`config.mk`:
```
export PLATFORM = sky130hd
export DESIGN_NAME = alu
export DESIGN_NICKNAME = d
export VERILOG_FILES = /design/src/rtl/alu.sv
export SDC_FILE = /design/constraint.sdc
export NUM_CORES = 1
export LEC_CHECK = 0
export CELL_PAD_IN_SITES_DETAIL_PLACEMENT = 1
export CELL_PAD_IN_SITES_GLOBAL_PLACEMENT = 2
export CORE_MARGIN = 2
export CORE_UTILIZATION = 27
export DETAILED_ROUTE_END_ITERATION = 6
export PLACE_DENSITY = 0.8
export SLEW_MARGIN = 20
export SYNTH_ARGS = -nofsm -noshare
export SYNTH_HDL_FRONTEND = slang
export SYNTH_SLANG_ARGS = --single-unit
```
`constraint.sdc`:
```
create_clock -name clk -period 6.1 [get_ports clk]
set_input_delay 1.22 -clock clk [delete_from_list [all_inputs] [get_ports clk]]
set_output_delay 1.22 -clock clk [all_outputs]
set_load 0.01 [all_outputs]
```
`src/rtl/alu.sv`:
```
// 16-bit Hack-style ALU: a combinational result and flags, plus a registered copy
// of them that resets asynchronously.
module alu #(
  parameter int W = 16
) (
  input  logic [W-1:0] x,
  input  logic [W-1:0] y,
  input  logic         zx,
  input  logic         nx,
  input  logic         zy,
  input  logic         ny,
  input  logic         f,
  input  logic         no,
  output logic [W-1:0] out,
  output logic         zr,
  output logic         ng,
  input  logic         clk,
  input  logic         rst,
  output logic [W-1:0] out_r,
  output logic         zr_r,
  output logic         ng_r
);

  logic [W-1:0] xa, ya, xb, yb, r;
  logic [W-1:0] out_d, out_q;
  logic         zr_d, zr_q, ng_d, ng_q;

  // Operand conditioning comes first: zero, then invert. The add drops its carry out.
  always_comb begin
    xa    = zx ? '0 : x;
    ya    = zy ? '0 : y;
    xb    = nx ? ~xa : xa;
    yb    = ny ? ~ya : ya;
    r     = f ? (xb + yb) : (xb & yb);
    out_d = no ? ~r : r;
    zr_d  = (out_d == '0);
    ng_d  = out_d[W-1];
  end

  assign out = out_d;
  assign zr  = zr_d;
  assign ng  = ng_d;

  // The reset value holds a zero result, so the registered flags agree with it.
  always_ff @(posedge clk or posedge rst) begin
    if (rst) begin
      out_q <= '0;
      zr_q  <= 1'b1;
      ng_q  <= 1'b0;
    end else begin
      out_q <= out_d;
      zr_q  <= zr_d;
      ng_q  <= ng_d;
    end
  end

  assign out_r = out_q;
  assign zr_r  = zr_q;
  assign ng_r  = ng_q;

endmodule

```
==> impl_metrics.ini, run 1 <==
[outcome]
status = completed

[timing]
relSlewSlack_pct = 61.85
setup_viol = 0
hold_viol = 0
timing.fmax_mhz = 170.0
fin_crit_ps = 5881
worst_pin_slew_ps = 571.6
post-route-period-util_pct = 96.42
slew_viol_final = 0

[floorplanning]
placementRows = 33
die_width_um = 95.69
die_area_sq_mm = 0.009156
io_pins = 76
core_area_sq_mm = 0.008175
start_util_pct = 27.76
die_h_um = 95.69

[global_route]
grt_max_degree = 23
antenna_found_initial = 0
grt_first_pass_wirelength_mm = 10.82
grt_use_total_pct = 14.74
grt_overflow = 0
grt_pass1_vias = 2371

[route]
via_per_inst = 4.636
via_count = 2304
drt_pass1_iterations = 4
totalWireLength_mm = 6.566
drc_errors = 0
wl_per_cell_um = 13.21
drt_iter0_markers = 37
antenna_left = 0

[setup_path]
cp_max_fo = 8
critPathCaptureType = output port
cp.required_ps = 4880
crit_type = input port to output port
critPathLaunchType = input port
critPathArrivalTime_ps = 4660

[yosys]
ys.flop_type = dfrtp_1
async_flop_share_pct = 100.0
synth_cells = 265
syn_area_sq_mm = 0.002270
ys_types = 51
postSynthAreaPerCell_sq_um = 8.565
ys_ff_latch = 17
synth_edf_count = 0
ys_seq_area_share_pct = 18.80
synth.net_count = 322
yosysWarnings = 0

[final_layout]
fillerInstances = 969
drive_above_1_share_pct = 22.45
multi_input_area_sq_mm = 0.001784
layout.cells.non_filler = 497
finish.instance_area_sq_mm = 0.003664
seq_area_sq_um = 426.7
final_nets = 450
area_delta_synth_final_pct = 61.41
antennaDiodeCount = 0

[clock_network]
clk_pin_slew_worst_paths_ps = 60
tritoncts = built
htreeDepth = 1
cts_buffers = 3
cts_sinks = 17
cts_hold_buf = 0
root_buffer = clkbuf_8
clockBufferDepth = 2

[run]
cap_violations = 0

[placement]
place_inst = 492
place_area_sq_mm = 0.003552
gp_congestion = 0.8266
place_hpwl_mm = 5.958
io_buffers = 75

[power_and_ir_drop]
power.total_uw = 849.0
p_per_area_mw_per_mm2 = 231.7
leakage_uw = 0.001531
peakVddDrop_uv = 67.70

[min_path]
hold_class = input port to async pin
-- state kept, by name (all words and copies together) (netlist names) --
register / flops
ng_r: 1
out_r: 15
zr_r: 1
-- metal layers --
| metal | track usage (%) | wire, um | vias up |
|---|---|---|---|
| li1 | - | - | 1192 |
| met1 | 19.39 | 3109 | 1046 |
| met2 | 26.63 | 3137 | 61 |
| met3 | 0.3162 | 260 | 5 |
| met4 | 3.571 | 59 | 0 |
| met5 | 0 | 0 | - |
-- worst max-delay path by stage --
stage	startpoint	endpoint	slack (ps)	cells past startpoint
2_1_floorplan	ny	zr	310	12
3_3_place_gp	zy	zr	-180	15
6_report	zx	zr	220	15
5_1_grt	zx	ng	-4	15
3_5_place_dp	zy	zr	-300	15
4_1_cts	zx	out[14]	10	15
-- through the flow --
stage	setup WS (ps)	utilization (%)	setup TNS [ps]	hold WS (ps)
floorplan	310.1	-	0	1145
global placement	-181.0	43.45	-181.0	1609
detailed placement	-302.7	43.45	-346.7	1616
CTS	11.12	44.11	0	1354
global route	-4.349	44.81	-10.83	1391
finish	218.6	44.81	0	1334
-- cell usage after synthesis (4+ instances only) --
cell | instances | area [sq um]
inv_1 | 9 | 33.78
nand3_1 | 6 | 30.03
xnor2_1 | 52 | 455.4
a21oi_1 | 9 | 45.04
ha_1 | 16 | 200.2
o211ai_1 | 6 | 45.04
a31oi_1 | 5 | 31.28
dfrtp_1 | 16 | 400.4
buf_1 | 4 | 15.01
o21ai_0 | 7 | 35.03
nor2_1 | 9 | 33.78
a21o_1 | 6 | 45.04
a211oi_1 | 4 | 30.03
nand2_1 | 10 | 37.54
nand2b_1 | 36 | 225.2
mux2i_1 | 8 | 80.08
clkbuf_1 | 5 | 18.77
and2_1 | 5 | 31.28
-- critical path, cell delays in order --
cell and delay (ps):
clkdlybuf4s50_1 450, buf_4 180, nand2b_1 160, xnor2_1 130, ha_1 370, and3_4 240, a211oi_2 70, a311o_2 410
buf_4 160, a2111oi_2 330, a211oi_2 100, a311oi_1 260, mux2i_1 160, nor4_4 250, clkbuf_2 170
-- layout make-up --
class / count / share of cell area [%]
clock buffers: 4 / 1.230
inverters: 10 / 1.025
multi-input cells: 223 / 48.70
flip-flops and latches: 17 / 11.65
well taps: 105 / 3.586
repair buffers: 138 / 33.81
-- layout by cell type, fill, tap and decap left out, types with 3 or more instances in the layout --
cell type and n:
a211oi_1 3, a211oi_2 3, a21o_1 6, a21oi_1 8, a31oi_1 4, and2_1 5, and3_1 3, buf_4 62
clkbuf_8 3, clkdlybuf4s50_1 71, dfrtp_1 16, dlymetal6s2s_1 3, ha_1 16, inv_1 9, mux2i_1 7, nand2_1 10
nand2b_1 36, nand3_1 6, nand4_1 3, nor2_1 8, nor2b_1 3, o211ai_1 6, o21ai_0 7, o2bb2ai_1 3
xnor2_1 50
-- what timing repair did --
item / CTS / global route
resized for setup: 3 / 13
setup endpoints to repair: 2 / 6
setup buffers: 0 / 1
pin swaps: 0 / 2
-- kinds of logic after synthesis --
group,share of synthesized area [%]
buffers and inverters,5.071
XOR/XNOR,20.07
AO/OA/AOI/OAI,18.80
adder cells (fa/ha/maj),9.702
AND/OR/NAND/NOR,22.93
flip-flops,18.80
multiplexers,4.631
-- where the power goes --
| group | switching (uW) | total (uW) | leakage (uW) | internal [uW] |
|---|---|---|---|---|
| sequential | 8.61 | 152 | 0.000197 | 144 |
| combinational | 271 | 618 | 0.00131 | 347 |
| clock | 32.7 | 79.0 | 0.0000228 | 46.3 |
(Power assumes the default switching activity.)
==> run 2: changes to the inputs <==
CAP_MARGIN = 25   (was default)
CTS_CLUSTER_DIAMETER = 80   (was default)
==> results of run 2 <==
Final layout, timing and power as in run 1 (identical DEF).
==> run 3: changes to the inputs <==
REMOVE_ABC_BUFFERS = 1   (was default)
==> run 3 against run 2 <==
- setup slack worse by 32 ps
- sequential power about the same
- largest cell class unchanged
- final area is 2.1% lower
- routed wire length is 1.2% higher
- via count is 1.2% higher
- hold slack improved by 11 ps
- utilization shrank 0.93 points
- fmax down 0.55%
- die area unchanged
- cell count is 1.4% lower
- first-iteration DRC count increased by 120%
==> impl_metrics.ini, run 3 (synthesis results as in run 1) <==
[floorplanning]
die_h_um = 95.69
die_area_sq_mm = 0.009156
die_width_um = 95.69
placementRows = 33
io_pins = 76
start_util_pct = 27.76
core_area_sq_mm = 0.008175

[final_layout]
final_cell_mix = 72 x clkdlybuf4s50_1, 56 x buf_4, 51 x xnor2_1
fin_util_pct = 43.88
drive_above_1_share_pct = 21.82
mostFrequentLayoutCell = clkdlybuf4s50_1
antennaDiodeCount = 0
largest_reg_flops = 15
final_nets = 443
area_delta_synth_final_pct = 58.05

[global_route]
grt_first_pass_wirelength_mm = 11.00
grt_max_degree = 23
grt_use_total_pct = 14.88
grt_overflow = 0
grt_pass1_vias = 2397
antenna_found_initial = 0

[route]
wl_per_cell_um = 13.56
antenna_left = 0
via_per_inst = 4.759
via_count = 2332
drt_iter0_markers = 83
drt_pass1_iterations = 4
totalWireLength_mm = 6.643
drc_errors = 0

[outcome]
status = completed

[power_and_ir_drop]
power.total_uw = 841.1
p_per_area_mw_per_mm2 = 234.5
peakVddDrop_uv = 75.14
leakage_uw = 0.001477

[timing]
worst_pin_slew_ps = 576.9
slew_viol_final = 0
fin_crit_ps = 5914
rsz0062_at_grt = no
post-route-period-util_pct = 96.95
relSlewSlack_pct = 61.49
hold_viol = 0
timing.fmax_mhz = 169.1
setup_viol = 0

[clock_network]
root_buffer = clkbuf_8
htreeDepth = 1
clk_pin_slew_worst_paths_ps = 60
cts_sinks = 17
clockBufferDepth = 2
tritoncts = built
cts_hold_buf = 0
cts_buffers = 3

[setup_path]
cp_max_fo = 3
critPathCaptureType = output port
critPathLaunchType = input port
critPathArrivalTime_ps = 4690
crit_type = input port to output port
cp.required_ps = 4880

[placement]
gp_congestion = 0.8255
io_buffers = 75
place_hpwl_mm = 5.943

[run]
cap_violations = 0

[min_path]
hold_class = input port to async pin
==> run 3: cell type report <==
cell class	count	area [sq um]
fill	986	4588
multi-input combinational	223	1775
timing repair buffer	131	1171
sequential	17	426.7
tap	105	131.4
clock buffer	4	45.04
inverter	10	37.54
==> run 3: how the worst max path moves through the flow <==
stage | from | endpoint | slack [ps] | cells past startpoint
finish | x[0] | zr | 190 | 14
global route | x[0] | zr | 10 | 14
CTS | zy | zr | 30 | 14
detailed placement | zy | zr | -260 | 14
global placement | zx | zr | -200 | 14
floorplan | zx | zr | 840 | 12
==> run 3: critical path, stage by stage <==
cell and delay [ps]:
clkdlybuf4s50_1 470, nand2b_1 70, xnor2_1 130, ha_1 230, fa_2 350, a21o_1 240, a2111oi_4 410, o211ai_1 130
a31oi_1 270, xnor2_1 180, o211ai_1 130, or4_4 440, nor4_4 240, buf_2 180
==> run 3: repair_timing <==
item,in CTS,in global routing
buffers inserted,0,2
pin swaps,0,7
endpoints found under the setup margin,1,7
resized for setup,1,17
==> run 3: power breakdown <==
part	switching [uW]	internal, uW	total (uW)
logic	269	342	612
clock network	32.0	46.2	78.2
registers	7.61	144	151
==> run 3: per-stage QoR <==
step           setup TNS (ps)  cells  setup WS, ps  hold WS (ps)  cell area [sq um]
2_1_floorplan               0    250         839.3          1145               2192
3_3_place_gp           -196.1    484        -196.1          1609               3480
3_5_place_dp           -259.6    484        -259.6          1625               3480
4_1_cts                     0    488         34.80          1366               3523
5_1_grt                     0    490         12.03          1406               3587
6_report                    0    490         186.3          1345               3587
==> run 3: routing by layer <==
layer	global-route usage, %	routed length (um)
met2	27.39	3215
met4	2.857	70
met5	0	0
met3	1.028	281
met1	19.02	3077
